### src/rtl/if_stage_if.sv
// Fetch-stage bus: instruction-memory port, hazard/redirect controls and
// the IF/ID pipeline register outputs. The master side is the fetch stage.
interface if_stage_if;
  logic [15:0] imem_pc;
  logic [15:0] imem_instr;
  logic        stall;
  logic        flush;
  logic        redirect_valid;
  logic [15:0] redirect_pc;
  logic [15:0] id_instr;
  logic [15:0] id_pc;
  logic [15:0] id_pc_next;
  logic        id_valid;
  logic        halted;

  modport master (
    output imem_pc, id_instr, id_pc, id_pc_next, id_valid, halted,
    input  imem_instr, stall, flush, redirect_valid, redirect_pc
  );

  modport slave (
    input  imem_pc, id_instr, id_pc, id_pc_next, id_valid, halted,
    output imem_instr, stall, flush, redirect_valid, redirect_pc
  );
endinterface

### src/rtl/if_stage.sv
// Instruction-fetch stage of the IITB-RISC pipeline. Owns the PC, drives the
// combinational instruction ROM and fills the IF/ID register. Handles stall,
// flush, redirect and a HALT state once fetch leaves the ROM window.
// Optional macro IF_PERF_CNT_EN adds saturating fetch/stall counters.
module if_stage #(
  parameter logic [15:0] RESET_PC = 16'h0000,
  parameter logic [15:0] PC_LIMIT = 16'd32,
  parameter logic [15:0] PC_STEP  = 16'd2
) (
  input  logic        clk,
  input  logic        rst,
  if_stage_if.master  fetch
`ifdef IF_PERF_CNT_EN
  ,
  output logic [31:0] fetch_count,
  output logic [31:0] stall_count
`endif
);

  typedef enum logic {RUN, HALT} state_t;

  state_t      state, state_d;
  logic [15:0] pc, pc_d;
  logic [15:0] id_instr, id_instr_d;
  logic [15:0] id_pc, id_pc_d;
  logic [15:0] id_pc_next, id_pc_next_d;
  logic        id_valid, id_valid_d;
  logic [15:0] target;

  // Redirect targets are forced to halfword alignment.
  assign target = fetch.redirect_pc & 16'hFFFE;

  // The PC feeds the ROM directly so the fetch address is glitch-free.
  assign fetch.imem_pc    = pc;
  assign fetch.id_instr   = id_instr;
  assign fetch.id_pc      = id_pc;
  assign fetch.id_pc_next = id_pc_next;
  assign fetch.id_valid   = id_valid;
  assign fetch.halted     = (state == HALT);

`ifdef IF_PERF_CNT_EN
  logic fetch_inc, stall_inc;
`endif

  // Next-state and next-register values; redirect beats halt check beats stall.
  always_comb begin
    // NOTE: every comb output gets a default first so no path leaves it
    // unassigned, which would otherwise infer a latch.
    state_d      = state;
    pc_d         = pc;
    id_instr_d   = id_instr;
    id_pc_d      = id_pc;
    id_pc_next_d = id_pc_next;
    id_valid_d   = id_valid;
`ifdef IF_PERF_CNT_EN
    fetch_inc    = 1'b0;
    stall_inc    = fetch.stall & ~fetch.redirect_valid & (state == RUN);
`endif
    case (state)
      RUN: begin
        if (fetch.redirect_valid) begin
          pc_d       = target;
          id_valid_d = 1'b0;
        end else if (pc >= PC_LIMIT) begin
          state_d    = HALT;
          id_valid_d = 1'b0;
        end else if (fetch.stall) begin
          if (fetch.flush) id_valid_d = 1'b0;
        end else begin
          id_instr_d   = fetch.imem_instr;
          id_pc_d      = pc;
          id_pc_next_d = pc + PC_STEP;
          id_valid_d   = ~fetch.flush;
          pc_d         = pc + PC_STEP;
`ifdef IF_PERF_CNT_EN
          fetch_inc    = ~fetch.flush;
`endif
        end
      end
      HALT: begin
        id_valid_d = 1'b0;
        if (fetch.redirect_valid) begin
          pc_d = target;
          if (target < PC_LIMIT) state_d = RUN;
        end
      end
      default: state_d = RUN;
    endcase
  end

  // State, PC and IF/ID register update.
  always_ff @(posedge clk or posedge rst) begin
    // NOTE: sequential state uses non-blocking assignments so every register
    // samples pre-edge values regardless of statement order.
    if (rst) begin
      state      <= RUN;
      pc         <= RESET_PC;
      id_instr   <= '0;
      id_pc      <= '0;
      id_pc_next <= '0;
      id_valid   <= 1'b0;
    end else begin
      state      <= state_d;
      pc         <= pc_d;
      id_instr   <= id_instr_d;
      id_pc      <= id_pc_d;
      id_pc_next <= id_pc_next_d;
      id_valid   <= id_valid_d;
    end
  end

`ifdef IF_PERF_CNT_EN
  // Saturating performance counters, untouched by HALT.
  always_ff @(posedge clk or posedge rst) begin
    if (rst) begin
      fetch_count <= '0;
      stall_count <= '0;
    end else begin
      if (fetch_inc && fetch_count != '1) fetch_count <= fetch_count + 32'd1;
      if (stall_inc && stall_count != '1) stall_count <= stall_count + 32'd1;
    end
  end
`endif

endmodule

### src/flat_wrapper.sv
// flat-port wrapper written by rule: the top's interface ports become plain ports
module if_stage_flat 
#(
  parameter logic [15:0] RESET_PC = 16'h0000,
  parameter logic [15:0] PC_LIMIT = 16'd32,
  parameter logic [15:0] PC_STEP  = 16'd2
)
  (clk, rst, fetch_imem_pc, fetch_id_instr, fetch_id_pc, fetch_id_pc_next, fetch_id_valid, fetch_halted, fetch_imem_instr, fetch_stall, fetch_flush, fetch_redirect_valid, fetch_redirect_pc);
  if_stage_if fetch_i ();
  input  logic clk;
  input  logic rst;
  output wire logic [$bits(fetch_i.imem_pc)-1:0] fetch_imem_pc;
  output wire logic [$bits(fetch_i.id_instr)-1:0] fetch_id_instr;
  output wire logic [$bits(fetch_i.id_pc)-1:0] fetch_id_pc;
  output wire logic [$bits(fetch_i.id_pc_next)-1:0] fetch_id_pc_next;
  output wire logic [$bits(fetch_i.id_valid)-1:0] fetch_id_valid;
  output wire logic [$bits(fetch_i.halted)-1:0] fetch_halted;
  input wire logic [$bits(fetch_i.imem_instr)-1:0] fetch_imem_instr;
  input wire logic [$bits(fetch_i.stall)-1:0] fetch_stall;
  input wire logic [$bits(fetch_i.flush)-1:0] fetch_flush;
  input wire logic [$bits(fetch_i.redirect_valid)-1:0] fetch_redirect_valid;
  input wire logic [$bits(fetch_i.redirect_pc)-1:0] fetch_redirect_pc;
  assign fetch_imem_pc = fetch_i.imem_pc;
  assign fetch_id_instr = fetch_i.id_instr;
  assign fetch_id_pc = fetch_i.id_pc;
  assign fetch_id_pc_next = fetch_i.id_pc_next;
  assign fetch_id_valid = fetch_i.id_valid;
  assign fetch_halted = fetch_i.halted;
  assign fetch_i.imem_instr = fetch_imem_instr;
  assign fetch_i.stall = fetch_stall;
  assign fetch_i.flush = fetch_flush;
  assign fetch_i.redirect_valid = fetch_redirect_valid;
  assign fetch_i.redirect_pc = fetch_redirect_pc;
  if_stage #(.RESET_PC(RESET_PC), .PC_LIMIT(PC_LIMIT), .PC_STEP(PC_STEP)) u_core (.clk(clk), .rst(rst), .fetch(fetch_i));
endmodule
### config.mk
export PLATFORM = sky130hd
export DESIGN_NAME = if_stage_flat
export DESIGN_NICKNAME = d
export VERILOG_FILES = /design/src/rtl/if_stage_if.sv /design/src/rtl/if_stage.sv /design/src/flat_wrapper.sv
export SDC_FILE = /design/constraint.sdc
export NUM_CORES = 1
export LEC_CHECK = 0
export CAP_MARGIN = 10
export CORE_UTILIZATION = 45
export DETAILED_ROUTE_END_ITERATION = 6
export PLACE_DENSITY = 0.81
export SETUP_SLACK_MARGIN = 0.05
export SLEW_MARGIN = 15
export SYNTH_ARGS = -nofsm -noshare
export SYNTH_HDL_FRONTEND = slang
export SYNTH_SLANG_ARGS = --single-unit
export TNS_END_PERCENT = 5
### constraint.sdc
create_clock -name clk -period 3.9 [get_ports clk]
set_clock_uncertainty 0.05 [all_clocks]
set_input_delay 0.78 -clock clk [delete_from_list [all_inputs] [get_ports clk]]
set_output_delay 0.78 -clock clk [all_outputs]
set_load 0.005 [all_outputs]
==> flow_metrics.env, run 1 <==
export IMPL_hpwl_um=3950
export IMPL_place_area_um2=3600
export IMPL_layout_drive_gt1_share_pct=19.4
export IMPL_gp_congestion=0.825
export IMPL_final_core_util_pct=69.6
export IMPL_finalHoldViolCount=0
export IMPL_outcome="finished clean"
export IMPL_avgSynthCellArea_um2=13.5
export IMPL_dieHeight_um=77.3
export IMPL_drt_total_wl_um=5600
export IMPL_cp_required_ns=4.12
export IMPL_cp_startpoint="fetch_stall"
export IMPL_grt_ovfl_total=0
export IMPL_die_width_um=77.3
export IMPL_io_buffer_count=98
export IMPL_tightest_slew_ns=0.841
export IMPL_maxCapViolations=0
export IMPL_path_class="in2reg"
export IMPL_postRouteAntennaNets=0
export IMPL_layout_commonest_cell="clkdlybuf4s50_1"
export IMPL_clockBufferDepth=2
export IMPL_synth_warning_count=0
export IMPL_wl_per_cell_um=15.1
export IMPL_gr_usage_all_layers_pct=20.4
export IMPL_cts_num_sinks=63
export IMPL_leakage_nw=1.70
export IMPL_final_cell_area_um2=3810
export IMPL_slew_headroom_pct=43.3
export IMPL_p_sw_share_pct=23.6
export IMPL_crit_path_end_kind="flop"
export IMPL_worst_setup_path_start_kind="primary input"
export IMPL_syn_to_final_growth_pct=49.2
export IMPL_ctsHoldBuffers=0
export IMPL_rows=27
export IMPL_cts_root_buffer="clkbuf_8"
export IMPL_via_per_inst=4.99
export IMPL_fin_nets=332
export IMPL_grt_setup_unrepaired="false"
export IMPL_crit_arrival_ns=2.79
export IMPL_synth_distinct_cells=37
export IMPL_drtPass1Iterations=4
export IMPL_synthCells=189
export IMPL_drt_initial_drc_count=78
export IMPL_io_pins=103
export IMPL_grt_pass1_vias=1864
export IMPL_setup_tns_ns=0
export IMPL_htree_levels=3
export IMPL_fmax_mhz=390
export IMPL_drv_slew=0
export IMPL_n_antenna_cell=0
export IMPL_ys_ff_latch=63
export IMPL_period_needed_ns=2.57
export IMPL_p_clk_share_pct=40.2
export IMPL_postCtsSetupBuffers=0
export IMPL_period_share_pct=65.8
export IMPL_cp_max_fo=9
export IMPL_hold_path_class="reg2reg"
export IMPL_power_w=0.00142
export IMPL_drc=0
export IMPL_clk_latency_ns=0.33
export IMPL_cts_resized=0
export IMPL_power_frac_comb_pct=10.5
export IMPL_core_area_um2=5470
export IMPL_cts_buffers=9
export IMPL_clk_pin_slew_worst_paths_ns=0.07
export IMPL_initial_core_util_pct=46.6
export IMPL_p_int_w=0.00109
export IMPL_synthesis_area_um2=2550
export IMPL_power_density_nw_per_um2=373
export IMPL_antenna_found_initial=0
export IMPL_setup_viol=0
export IMPL_reg2reg_from="u_core.fetch.imem_pc[12]"
export IMPL_vias=1853
export IMPL_cts_tree="built"
export IMPL_min_delay_start="u_core.fetch.id_pc[8]"
export IMPL_yosysSeqAreaShare_pct=61.8
export IMPL_dieArea_um2=5980
export IMPL_final_cell_mix="clkdlybuf4s50_1, dfrtp_1, mux2_2"
export IMPL_vdd_drop_max_mv=0.200
export IMPL_grt_pass1_wl_um=9370
export IMPL_power_switching_w=0.000336
export IMPL_grt_start_max_net_pins=48
export IMPL_seqPwrFrac_pct=49.3
-- cell usage after synthesis --
| cell | n | area share, % |
|---|---|---|
| buf_2 | 1 | 0.20 |
| o21ai_0 | 4 | 0.78 |
| o22ai_1 | 3 | 0.74 |
| nor2_1 | 6 | 0.88 |
| mux2i_1 | 1 | 0.39 |
| mux2_2 | 24 | 11 |
| nand2_1 | 7 | 1.0 |
| nor4_1 | 2 | 0.49 |
| o22a_1 | 2 | 0.69 |
| xnor2_1 | 3 | 1.0 |
| buf_4 | 3 | 0.88 |
| a21oi_1 | 6 | 1.2 |
| clkbuf_1 | 5 | 0.74 |
| inv_1 | 4 | 0.59 |
| and3_1 | 1 | 0.25 |
| nor4_4 | 1 | 0.83 |
| ha_1 | 1 | 0.49 |
| or4_4 | 1 | 0.44 |
| or3_1 | 1 | 0.25 |
| and2_1 | 21 | 5.1 |
| nand3b_1 | 1 | 0.29 |
| xor2_1 | 1 | 0.34 |
| and4_1 | 1 | 0.34 |
| dfrtp_1 | 63 | 62 |
| o221a_2 | 1 | 0.44 |
| nand2_2 | 1 | 0.25 |
| mux2_4 | 7 | 4.1 |
| nand4_1 | 2 | 0.49 |
| a22o_1 | 1 | 0.34 |
| o41ai_2 | 1 | 0.64 |
| conb_1 | 1 | 0.15 |
| or4_1 | 2 | 0.59 |
| buf_6 | 2 | 0.88 |
| nor3_1 | 4 | 0.78 |
| a21boi_1 | 1 | 0.29 |
| a21o_1 | 1 | 0.29 |
| nand3_1 | 2 | 0.39 |
-- layer usage --
layer | vias to the layer above | global-route usage, % | wire length [µm]
met5 | - | 0 | 0
met4 | 0 | 10.9 | 150
met1 | 926 | 26.7 | 2450
met3 | 15 | 4.52 | 256
met2 | 53 | 31.7 | 2740
li1 | 859 | - | -
-- state kept, by name (all words and copies together), names as in the netlist --
signal and flops:
u_core.fetch.id_instr 16, u_core.fetch.imem_pc 15, u_core.fetch.id_pc 15, u_core.fetch.halted 1
u_core.fetch.id_pc_next 15, u_core.fetch.id_valid 1
-- layout make-up --
class | count | area (µm²)
fill | 411 | 1670
sequential | 63 | 1580
timing repair buffer | 103 | 1020
multi-input combinational | 113 | 900
clock buffer | 10 | 138
tap | 72 | 90.1
clock inverter | 6 | 70.1
inverter | 4 | 15.0
-- metrics by stage --
step                hold slack (ns)  cells  setup WS [ns]
CTS                           0.442    371           1.35
global route                  0.465    371           1.24
detailed placement            0.420    355           1.02
global placement              0.418    355           1.03
floorplan                     0.428    191           1.50
finish                        0.437    371           1.33
-- worst max-delay path, cell delays in order --
cell and delay [ns]:
clkdlybuf4s50_1 0.42, or4_1 0.49, o41ai_2 0.71, a21boi_1 0.25
o22a_1 0.14
-- power by group through the flow --
stage / logic, W / registers (W) / clock network (W)
5_1_grt: 0.000161 / 0.000704 / 0.000625
3_3_place_gp: 0.000146 / 0.000712 / 0
3_5_place_dp: 0.000149 / 0.000713 / 0
4_1_cts: 0.000150 / 0.000701 / 0.000587
2_1_floorplan: 0.0000547 / 0.000710 / 0
6_report: 0.000149 / 0.000700 / 0.000572
-- kinds of logic after synthesis --
logic type / synth area share [%]
flip-flops: 61.8
AND/OR/NAND/NOR: 12.5
multiplexers: 15.1
AO/OA/AOI/OAI: 5.39
buffers and inverters: 3.28
XOR/XNOR: 1.37
adder cells (fa/ha/maj): 0.490
other: 0.147
-- worst paths after layout --
check	to	slack [ns]	cells past startpoint
min in group asynchronous	u_core.fetch.id_pc_next[15]	0.84	2
max	u_core.fetch.imem_pc[5]	1.33	5
min reg2reg	u_core.fetch.id_pc[8]	0.44	1
max in group asynchronous	u_core.fetch.imem_pc[12]	2.25	3
max reg2reg	u_core.fetch.imem_pc[5]	1.55	4
min	u_core.fetch.id_pc[8]	0.44	1
No activity file was read; power rests on OpenSTA's default activity.
==> run 2: changes to the inputs <==
CORE_UTILIZATION = 43   (was 45)
PLACE_DENSITY = 0.78   (was 0.81)
clock period = 2.6 ns   (was 3.9 ns; I/O delays follow)
==> run 2 against run 1 <==
  * Setup slack lost 0.88 ns
  * Sequential share of layout area shrank 0.44 points
  * Flip-flop and latch count is the same
  * Total power grew 52%
  * Clock power grew 53%
  * Combinational power grew 50%
  * Critical path depth is the same
  * Die area grew 4.5%
  * Hold slack lost 0.0060 ns
  * Final area grew 1.1%
  * Critical endpoint is now u_core.fetch.id_pc_next[5]
  * Largest cell class unchanged
  * Highest routed layer unchanged
==> flow_metrics.env, run 2 (synthesis results as in run 1) <==
export IMPL_outcome="finished clean"
export IMPL_period_share_pct=82.7
export IMPL_multi_input_area_um2=900
export IMPL_grt_pass1_wl_um=9050
export IMPL_clk_latency_ns=0.33
export IMPL_maxCapViolations=0
export IMPL_grt_ovfl_total=0
export IMPL_fmax_mhz=465
export IMPL_rows=27
export IMPL_antenna_found_initial=0
export IMPL_grt_setup_unrepaired="false"
export IMPL_syn_to_final_growth_pct=50.8
export IMPL_cp_depth=5
export IMPL_postRouteAntennaNets=0
export IMPL_met3WireLength_um=277
export IMPL_io_buffer_count=98
export IMPL_critPathMaxStageDelay_ns=0.65
export IMPL_path_cells="or4_1 -> nor4_4 -> nand2_2 -> buf_4 -> mux2_4"
export IMPL_drtPass1Iterations=4
export IMPL_cp_max_fo=16
export IMPL_cts_tree="built"
export IMPL_setup_viol=0
export IMPL_ctsHoldBuffers=0
export IMPL_wl_met1_um=2440
export IMPL_final_cell_mix="clkdlybuf4s50_1, dfrtp_1, mux2_2"
export IMPL_reg2reg_from="u_core.fetch.imem_pc[12]"
export IMPL_topRoutingLayerUsed="met4"
export IMPL_clk_pin_slew_worst_paths_ns=0.07
export IMPL_cts_buffers=9
export IMPL_cp_startpoint="u_core.fetch.imem_pc[12]"
export IMPL_grt_pass1_vias=1864
export IMPL_largest_register_ffs=16
export IMPL_cp_required_ns=2.77
export IMPL_power_density_nw_per_um2=560
export IMPL_regMostFlops="u_core.fetch.id_instr"
export IMPL_crit_slowest_cell="or4_1"
export IMPL_hold_path_class="reg2reg"
export IMPL_postCtsSetupBuffers=0
export IMPL_drt_initial_drc_count=102
export IMPL_setup_tns_ns=0
export IMPL_cp_num_buf_inv=1
export IMPL_period_needed_ns=2.15
export IMPL_finalHoldViolCount=0
export IMPL_fin_nets=334
export IMPL_htree_levels=3
export IMPL_core_area_um2=5610
export IMPL_via_per_inst=4.99
export IMPL_drt_total_wl_um=5540
export IMPL_gp_congestion=0.827
export IMPL_worst_setup_path_start_kind="flop"
export IMPL_cts_resized=0
export IMPL_seqCellArea_um2=1580
export IMPL_path_class="reg2reg"
export IMPL_drv_slew=0
export IMPL_min_delay_start="u_core.fetch.id_pc[13]"
export IMPL_dieArea_um2=6250
export IMPL_routed_wl_met2_um=2710
export IMPL_layout_drive_gt1_share_pct=19.6
export IMPL_hpwl_um=3940
export IMPL_gr_usage_all_layers_pct=19.4
export IMPL_cts_root_buffer="clkbuf_8"
export IMPL_die_width_um=79.0
export IMPL_clockBufferDepth=2
export IMPL_initial_core_util_pct=45.5
export IMPL_dieHeight_um=79.0
export IMPL_crit_path_end_kind="flop"
export IMPL_r2r_end="u_core.fetch.id_pc_next[5]"
export IMPL_fillers=449
export IMPL_drc=0
export IMPL_wl_per_cell_um=14.9
export IMPL_cpLargestDelayFamily="simple AND/OR/NAND/NOR gates"
export IMPL_cts_num_sinks=63
export IMPL_n_antenna_cell=0
export IMPL_setup_worst_path_end="u_core.fetch.id_pc_next[5]"
export IMPL_grt_start_max_net_pins=46
export IMPL_vdd_drop_max_mv=0.396
export IMPL_worst_r2r_path_depth=5
export IMPL_vias=1863
export IMPL_leakage_nw=1.74
export IMPL_final_core_util_pct=68.6
export IMPL_reg2reg_slack_ns=0.45
export IMPL_crit_arrival_ns=2.32
export IMPL_io_pins=103
export IMPL_layout_commonest_cell="clkdlybuf4s50_1"
==> run 2: cell types whose count changed in the layout (fill, tap and decap cells not counted), sizes merged <==
| cell | previous run | this run |
|---|---|---|
| clkbuf | 10 | 13 |
| clkinvlp | 3 | 0 |
| buf | 5 | 7 |
==> run 2: area by class of cell <==
cell class              count  share of cell area (%)
clock buffers              13                    4.39
flip-flops and latches     63                    41.0
multi-input cells         113                    23.4
clock inverters             3                    1.04
repair buffers            105                    27.5
inverters                   4                   0.390
well taps                  72                    2.34
==> run 2: worst reg2reg max path, delay by kind of cell, from the launching register on <==
kind,cells,cell delay (ns)
DFF,1,0.42
and+or+nand+nor,3,1.05
buffers and inverters,1,0.22
muxes,1,0.31
==> run 2: per-layer routing <==
metal | global-route usage (%) | up-vias
met5 | 0 | -
met4 | 10.4 | 0
met1 | 25.1 | 922
met3 | 4.25 | 10
li1 | - | 865
met2 | 30.6 | 66
==> run 2: how the worst min path moves through the flow <==
stage | slack, ns | to | depth (start not counted)
floorplan | 0.43 | u_core.fetch.id_pc[10] | 1
global placement | 0.42 | u_core.fetch.id_pc_next[8] | 1
detailed placement | 0.42 | u_core.fetch.id_pc[11] | 1
CTS | 0.44 | u_core.fetch.id_pc[13] | 1
global route | 0.45 | u_core.fetch.id_pc_next[8] | 1
finish | 0.43 | u_core.fetch.id_pc[13] | 1
==> run 2: through the flow <==
stage	setup slack [ns]	area [µm²]	instances	hold slack, ns	power, W
6_report	0.449	3850	373	0.431	0.00215
4_1_cts	0.444	3850	373	0.438	0.00218
3_3_place_gp	0.157	3640	357	0.418	0.00129
3_5_place_dp	0.159	3640	357	0.420	0.00130
2_1_floorplan	0.450	2560	191	0.428	0.00115
5_1_grt	0.349	3850	373	0.453	0.00224
==> run 2: where the power goes <==
part	internal (W)	switching, W	leakage (nW)
clock	0.000519	0.000359	0.109
combinational	0.000146	0.0000775	0.801
sequential	0.00101	0.0000392	0.828
total	0.00168	0.000476	1.74
